==> config.mk <==
export PLATFORM = sky130hd
export DESIGN_NAME = pc_sequencer_flat
export DESIGN_NICKNAME = d
export VERILOG_FILES = /design/src/rtl/pc_sequencer_if.sv /design/src/rtl/pc_sequencer.sv /design/src/flat_wrapper.sv
export SDC_FILE = /design/constraint.sdc
export NUM_CORES = 1
export LEC_CHECK = 0
export BUFFER_PORTS_ARGS = -buffer_cell sky130_fd_sc_hd__buf_2
export CELL_PAD_IN_SITES_DETAIL_PLACEMENT = 1
export CELL_PAD_IN_SITES_GLOBAL_PLACEMENT = 1
export CORE_ASPECT_RATIO = 1.75
export CORE_UTILIZATION = 39
export DETAILED_ROUTE_END_ITERATION = 10
export GPL_ROUTABILITY_DRIVEN = 0
export PLACE_DENSITY_LB_ADDON = 0.25
export SKIP_CTS_REPAIR_TIMING = 1
export SYNTH_ARGS = -nofsm -noshare
export SYNTH_HDL_FRONTEND = slang
export SYNTH_SLANG_ARGS = --single-unit
==> constraint.sdc <==
create_clock -name clk -period 2.5 [get_ports clk]
set_input_delay 0.125 -clock clk [delete_from_list [all_inputs] [get_ports clk]]
set_output_delay 0.125 -clock clk [all_outputs]
set_load 0.1 [all_outputs]
==> src/rtl/pc_sequencer_if.sv <==
// Fetch-PC sequencer bundle: control/redirect inputs and PC outputs.
// master drives control; slave is the sequencer.
interface pc_sequencer_if #(
  parameter int unsigned ADDR_W = 32
);
  logic              stall;
  logic              br_taken;
  logic [ADDR_W-1:0] br_target;
  logic              jump;
  logic [ADDR_W-1:0] jump_target;
  logic              exc;
  logic              halt;
  logic              resume;
  logic [ADDR_W-1:0] pc_out;
  logic [ADDR_W-1:0] pc_plus_inc;
  logic [ADDR_W-1:0] epc;
  logic              pc_valid;
  logic              halted;

  modport master (
    output stall, br_taken, br_target,
    output jump, jump_target,
    output exc, halt, resume,
    input  pc_out, pc_plus_inc, epc,
    input  pc_valid, halted
  );

  modport slave (
    input  stall, br_taken, br_target,
    input  jump, jump_target,
    input  exc, halt, resume,
    output pc_out, pc_plus_inc, epc,
    output pc_valid, halted
  );
endinterface

==> src/rtl/pc_sequencer.sv <==
// Fetch PC sequencer: exception vector, redirect, stall-buffered
// redirect, halt/resume and sequential increment.
module pc_sequencer #(
  parameter int unsigned       ADDR_W    = 32,
  parameter logic [ADDR_W-1:0] RESET_VEC = '0,
  parameter logic [31:0]       EXC_VEC   = 32'h0000_0080,
  parameter int unsigned       INC       = 4
) (
  input logic           clk,
  input logic           reset,
  pc_sequencer_if.slave bus
);
  localparam logic [ADDR_W-1:0] STEP = ADDR_W'(INC);
  localparam logic [ADDR_W-1:0] MASK = ~(STEP - ADDR_W'(1));
  localparam logic [ADDR_W-1:0] EXC_PC = ADDR_W'(EXC_VEC) & MASK;

  typedef enum logic [1:0] {
    BOOT,
    RUN,
    HALT
  } state_t;

  state_t            state;
  logic [ADDR_W-1:0] pc;
  logic [ADDR_W-1:0] epc_q;
  logic [ADDR_W-1:0] pend_target;
  logic              pend_valid;
  logic              valid_q;
  logic              halted_q;

  logic              redir;
  logic [ADDR_W-1:0] redir_tgt;
  logic              do_exc;
  logic              do_halt;
  logic              do_hold;
  logic              do_redir;
  logic              do_pend;

  assign redir     = bus.br_taken | bus.jump;
  assign redir_tgt = (bus.br_taken ? bus.br_target
                                   : bus.jump_target) & MASK;

  // One-hot RUN decisions in falling priority order.
  assign do_exc   = bus.exc;
  assign do_halt  = !bus.exc && bus.halt;
  assign do_hold  = !bus.exc && !bus.halt && bus.stall;
  assign do_redir = !bus.exc && !bus.halt && !bus.stall
                    && redir;
  assign do_pend  = !bus.exc && !bus.halt && !bus.stall
                    && !redir && pend_valid;

  always_ff @(posedge clk or negedge reset) begin
    if (!reset) begin
      state       <= BOOT;
      pc          <= RESET_VEC;
      epc_q       <= '0;
      pend_target <= '0;
      pend_valid  <= 1'b0;
      valid_q     <= 1'b0;
      halted_q    <= 1'b0;
    end else begin
      unique case (state)
        BOOT: begin
          state   <= RUN;
          valid_q <= 1'b1;
        end
        RUN: begin
          unique case (1'b1)
            do_exc: begin
              pc         <= EXC_PC;
              epc_q      <= pc;
              pend_valid <= 1'b0;
            end
            do_halt: begin
              state    <= HALT;
              halted_q <= 1'b1;
              valid_q  <= 1'b0;
            end
            do_hold: begin
              if (redir) begin
                pend_target <= redir_tgt;
                pend_valid  <= 1'b1;
              end
            end
            do_redir: begin
              pc         <= redir_tgt;
              pend_valid <= 1'b0;
            end
            do_pend: begin
              pc         <= pend_target;
              pend_valid <= 1'b0;
            end
            default: pc <= pc + STEP;
          endcase
        end
        HALT: begin
          if (bus.exc) begin
            pc         <= EXC_PC;
            epc_q      <= pc;
            pend_valid <= 1'b0;
            state      <= RUN;
            valid_q    <= 1'b1;
            halted_q   <= 1'b0;
          end else if (bus.resume) begin
            state    <= RUN;
            valid_q  <= 1'b1;
            halted_q <= 1'b0;
          end
        end
        default: state <= BOOT;
      endcase
    end
  end

  assign bus.pc_out      = pc;
  assign bus.pc_plus_inc = pc + STEP;
  assign bus.epc         = epc_q;
  assign bus.pc_valid    = valid_q;
  assign bus.halted      = halted_q;
endmodule

==> src/flat_wrapper.sv <==
// flat-port wrapper written by rule: the top's interface ports become plain ports
module pc_sequencer_flat 
#(
  parameter int unsigned       ADDR_W    = 32,
  parameter logic [ADDR_W-1:0] RESET_VEC = '0,
  parameter logic [31:0]       EXC_VEC   = 32'h0000_0080,
  parameter int unsigned       INC       = 4
)
  (clk, reset, bus_stall, bus_br_taken, bus_br_target, bus_jump, bus_jump_target, bus_exc, bus_halt, bus_resume, bus_pc_out, bus_pc_plus_inc, bus_epc, bus_pc_valid, bus_halted);
  pc_sequencer_if #(.ADDR_W(ADDR_W)) bus_i ();
  input logic clk;
  input logic reset;
  input wire logic [$bits(bus_i.stall)-1:0] bus_stall;
  input wire logic [$bits(bus_i.br_taken)-1:0] bus_br_taken;
  input wire logic [$bits(bus_i.br_target)-1:0] bus_br_target;
  input wire logic [$bits(bus_i.jump)-1:0] bus_jump;
  input wire logic [$bits(bus_i.jump_target)-1:0] bus_jump_target;
  input wire logic [$bits(bus_i.exc)-1:0] bus_exc;
  input wire logic [$bits(bus_i.halt)-1:0] bus_halt;
  input wire logic [$bits(bus_i.resume)-1:0] bus_resume;
  output wire logic [$bits(bus_i.pc_out)-1:0] bus_pc_out;
  output wire logic [$bits(bus_i.pc_plus_inc)-1:0] bus_pc_plus_inc;
  output wire logic [$bits(bus_i.epc)-1:0] bus_epc;
  output wire logic [$bits(bus_i.pc_valid)-1:0] bus_pc_valid;
  output wire logic [$bits(bus_i.halted)-1:0] bus_halted;
  assign bus_i.stall = bus_stall;
  assign bus_i.br_taken = bus_br_taken;
  assign bus_i.br_target = bus_br_target;
  assign bus_i.jump = bus_jump;
  assign bus_i.jump_target = bus_jump_target;
  assign bus_i.exc = bus_exc;
  assign bus_i.halt = bus_halt;
  assign bus_i.resume = bus_resume;
  assign bus_pc_out = bus_i.pc_out;
  assign bus_pc_plus_inc = bus_i.pc_plus_inc;
  assign bus_epc = bus_i.epc;
  assign bus_pc_valid = bus_i.pc_valid;
  assign bus_halted = bus_i.halted;
  pc_sequencer #(.ADDR_W(ADDR_W), .RESET_VEC(RESET_VEC), .EXC_VEC(EXC_VEC), .INC(INC)) u_core (.clk(clk), .reset(reset), .bus(bus_i));
endmodule
==> implementation parameters <==
Parameter                              Value

Critical path
  Endpoint type of the worst setup path    output port
  Slack of the worst reg-to-reg path    approximately 180 ps
  Arrival time reported for the critical path endpoint    2400 ps
  Library cell contributing the largest single delay on the critical path    or4_4
  Capturing point of the worst reg2reg path    u_core.bus.pc_out[24]
  Crit start category    flip-flop
  Number of cells on the worst reg-to-reg path    8
  Critical path buffers and inverters    2
  Beginning of the worst register-to-register path    u_core.bus.pc_out[3]
  Cell breakdown of the critical path    nand4_4 -> or4_4 -> nor4_4 -> buf_4 -> xor2_4 -> buf_12
  Family with the most delay on the worst path    simple AND/OR/NAND/NOR gates
  Crit Path Class    reg2out
  Critical Path RT    roughly 2400 ps
  CP Max Fanout    6
  Crit path largest cell delay    roughly 620 ps

Route
  DRC errors left    0
  Number of antenna-violating nets in the routed design    0
  Avg WL per Cell    between 20 and 25 µm
  1st-pass router iterations    5
  Via-to-Cell Ratio    ~5.7
  Detailed-route via count    around 5300
  Drt total wl    between 15000 and 20000 µm
  Number of DRC violations after detailed-routing iteration 0    about 280

Clock network
  Bufs on Longest Clock Path    2
  Clock transition at the registers of the reported paths    ~70 ps
  Clock latency of the later-clocked register in the worst-skew pair    ~360 ps
  Number of clock buffers inserted by TritonCTS    9
  Clock Tree Root    clkbuf_16
  Number of H-tree levels    3
  Clock tree from TritonCTS    yes
  Clk sinks    95

Synthesis
  Proportion of netlist area held by the largest area contributor    between 40% and 50%
  Number of cells produced by synthesis    between 500 and 600
  Top cells by area, synth    dfrtp_1, mux2_2, o21ai_0
  Count of state elements after synthesis    95
  Simple-Gate Fraction of Synth Area    between 10% and 20%
  Count of flip-flops with a built-in enable after synthesis    0
  Fraction of synthesis flops using an asynchronous set or reset pin    100%
  Post-synthesis share of cell area spent on xor and xnor gates    roughly 4.2%
  YS warnings    0
  Cell variety after synth    66
  Mean instance size in the synthesized netlist    between 9 and 10 µm²
  Top flip-flop cell by instance count after synthesis    dfrtp_1
  Proportion of synthesized chip area in sequential cells    between 40 and 50%
  Area of the mapped netlist    between 5000 and 6000 µm²
  Synthesized-area fraction occupied by adder cells    1.12%
  Multiplexer area fraction after synthesis    between 10% and 20%
  Area fraction in compound gates after synthesis    between 10% and 20%
  Largest family of logic cells by synthesized area    compound AO/OA/AOI/OAI gates
  Post-synth top area cell    dfrtp_1

Floorplan
  Site row count    57
  Die outline area    around 15000 µm²
  IO Pins    170
  Die height    161 µm
  Die outline width    between 90 and 100 µm
  Starting density of the core    between 40 and 50%
  Area of the core region    14000 µm²

Place
  Cell Area, Placed    7340 µm²
  Port-buffer cells    roughly 160
  HPWL after detailed placement    between 10000 and 15000 µm
  Cell count after placement    about 900

Timing
  Fin Hold WS    about 87 ps
  RSZ-0062 raised after global routing    yes
  Transition time of the tightest slew-check pin    822 ps
  Relative slew slack    a little under half
  Worst setup slack after layout    -23.1 ps
  Final worst-path cycle share    101%
  Pins over their slew limit    0
  Final worst path period need    2520 ps
  Count of final setup violators    3
  Max Freq    about 400 MHz
  Worst-case clock skew    approximately 9.3 ps
  Final-report hold violation count    0

Global routing
  Via count of the first global-routing pass    approximately 5700
  Antenna violations before repair    0
  Wire length of the first global-routing pass    30300 µm
  Overall fraction of global-route tracks in use    26.4%
  GRT Residual Overflow    0
  Pin count of the biggest net entering global routing    between 60 and 70

Worst hold path
  Hold endpoint    u_core.pend_target[2]
  Min-Delay Startpoint    bus_jump_target[2]
  Tightest Hold Check Type    in2reg
  Depth of the worst hold-timing path    3

Job
  Max Cap Violations    0

Final layout
  Area Overhead vs Synth    39.4%
  Multi-input gate area    3380 µm²
  Layout cell share with drive strength beyond 1    46.1%
  Layout fillers    ~1600
  Area of all placed cells without fillers    7810 µm²
  Final antenna diode count    0
  Area used by sequential logic in the layout    2460 µm²
  Final non-filler cell total    916
  Final #Nets    between 800 and 900

Outcome
  Failing checks    negative setup slack
  Outcome    complete, but fails checks
-- state kept, by name (all words and copies together) (netlist names) --
signal	count
u_core.pend_valid	1
u_core.bus.pc_valid	1
u_core.state	2
u_core.bus.epc	30
u_core.bus.pc_out	30
u_core.bus.halted	1
u_core.pend_target	30
-- layer usage --
| metal | vias to the layer above | part of all wire [%] | routed length (µm) | GRT usage (%) |
|---|---|---|---|---|
| met2 | 152 | 54 | 10300 | 47.2 |
| met5 | - | 0 | 0 | 0 |
| met3 | 39 | 3.5 | 674 | 4.21 |
| li1 | 2405 | - | - | - |
| met4 | 0 | 3.2 | 602 | 11.8 |
| met1 | 2663 | 39 | 7430 | 30.5 |
-- cell usage in the layout, fill, tap and decap left out, types with 4 or more instances in the layout --
| cell type | n |
|---|---|
| a21oi_1 | 18 |
| a222oi_1 | 5 |
| a2bb2oi_1 | 5 |
| a31oi_1 | 9 |
| a32o_1 | 4 |
| buf_12 | 18 |
| buf_2 | 140 |
| buf_4 | 41 |
| clkbuf_16 | 9 |
| conb_1 | 6 |
| dfrtp_1 | 68 |
| dfrtp_2 | 9 |
| dfrtp_4 | 18 |
| ha_1 | 4 |
| inv_1 | 11 |
| mux2_2 | 39 |
| mux2i_1 | 22 |
| nand2_1 | 55 |
| nand2b_1 | 10 |
| nand3_1 | 10 |
| nand3_2 | 4 |
| nand4_1 | 9 |
| nor2_1 | 16 |
| nor2b_1 | 5 |
| nor3_1 | 8 |
| nor4_1 | 5 |
| o21a_1 | 5 |
| o21ai_0 | 59 |
| o21ai_1 | 4 |
| o22ai_1 | 14 |
| o2bb2ai_1 | 10 |
| o31a_1 | 4 |
| xnor2_2 | 6 |
| xnor2_4 | 11 |
| xor2_4 | 7 |
-- cell type report --
cell class / count / area share [%]
Tap cell: 177 / 2.84
Inverter: 11 / 0.529
Sequential cell: 95 / 31.5
Clock inverter: 6 / 0.897
Clock buffer: 10 / 3.06
Multi-Input combinational cell: 415 / 43.3
Timing Repair Buffer: 202 / 17.9
-- logic make-up after synthesis --
| logic type | after synthesis |
|---|---|
| muxes | 61 |
| AOI/OAI and AO/OA | 165 |
| buffers and inverters | 60 |
| adders and majority gates | 5 |
| and+or+nand+nor | 151 |
| other | 1 |
| xor gates and xnor gates | 27 |
| DFF | 95 |
-- synth_stat cells (3+ instances only) --
cell type / number
a21oi_1: 18
a221oi_1: 3
a222oi_1: 5
a2bb2oi_1: 5
a31o_2: 3
a31oi_1: 9
a32o_1: 4
buf_2: 4
buf_4: 8
clkbuf_1: 28
clkbuf_8: 6
dfrtp_1: 95
ha_1: 5
inv_1: 11
mux2_2: 39
mux2i_1: 22
nand2_1: 56
nand2b_1: 10
nand3_1: 14
nand4_1: 9
nor2_1: 20
nor2b_1: 5
nor3_1: 9
nor4_1: 5
nor4_4: 3
o21a_1: 5
o21ai_0: 61
o22ai_1: 14
o2bb2ai_1: 10
o31a_1: 4
or2_2: 3
xnor2_1: 17
xor2_1: 10
-- metrics by stage --
stage               setup TNS [ps]  util [%]  setup WS [ps]
CTS                           -647      54.7           -183
global route                  -365      55.9           -120
finish                       -33.4      55.9          -23.1
global placement                 0      52.5            224
detailed placement               0      52.5            207
floorplan                     -575         -           -156
-- worst register-to-register path, stage by stage, from the launching register on --
cell,delay (ps)
dfrtp_4,460
ha_4,170
nand4_4,160
nor3_1,320
buf_4,190
nand4_1,260
buf_4,250
o31ai_1,260
a22o_1,180
-- how the worst max path moves through the flow --
stage                     depth (start not counted)               endpoint             startpoint  slack [ps]
after global routing                              7    bus_pc_plus_inc[30]   u_core.bus.pc_out[3]        -120
after CTS                                         6    bus_pc_plus_inc[30]   u_core.bus.pc_out[2]        -180
after floorplan                                   5    bus_pc_plus_inc[30]   u_core.bus.pc_out[2]        -160
final                                             6    bus_pc_plus_inc[31]  u_core.bus.pc_out[11]         -20
after detailed placement                          6  u_core.bus.pc_out[30]   u_core.bus.pc_out[2]         210
after global placement                            6  u_core.bus.pc_out[30]   u_core.bus.pc_out[2]         220
Power is left out: the tool's default activity adds up to more than one toggle a clock period on the data nets, which glitch-free logic cannot reach.
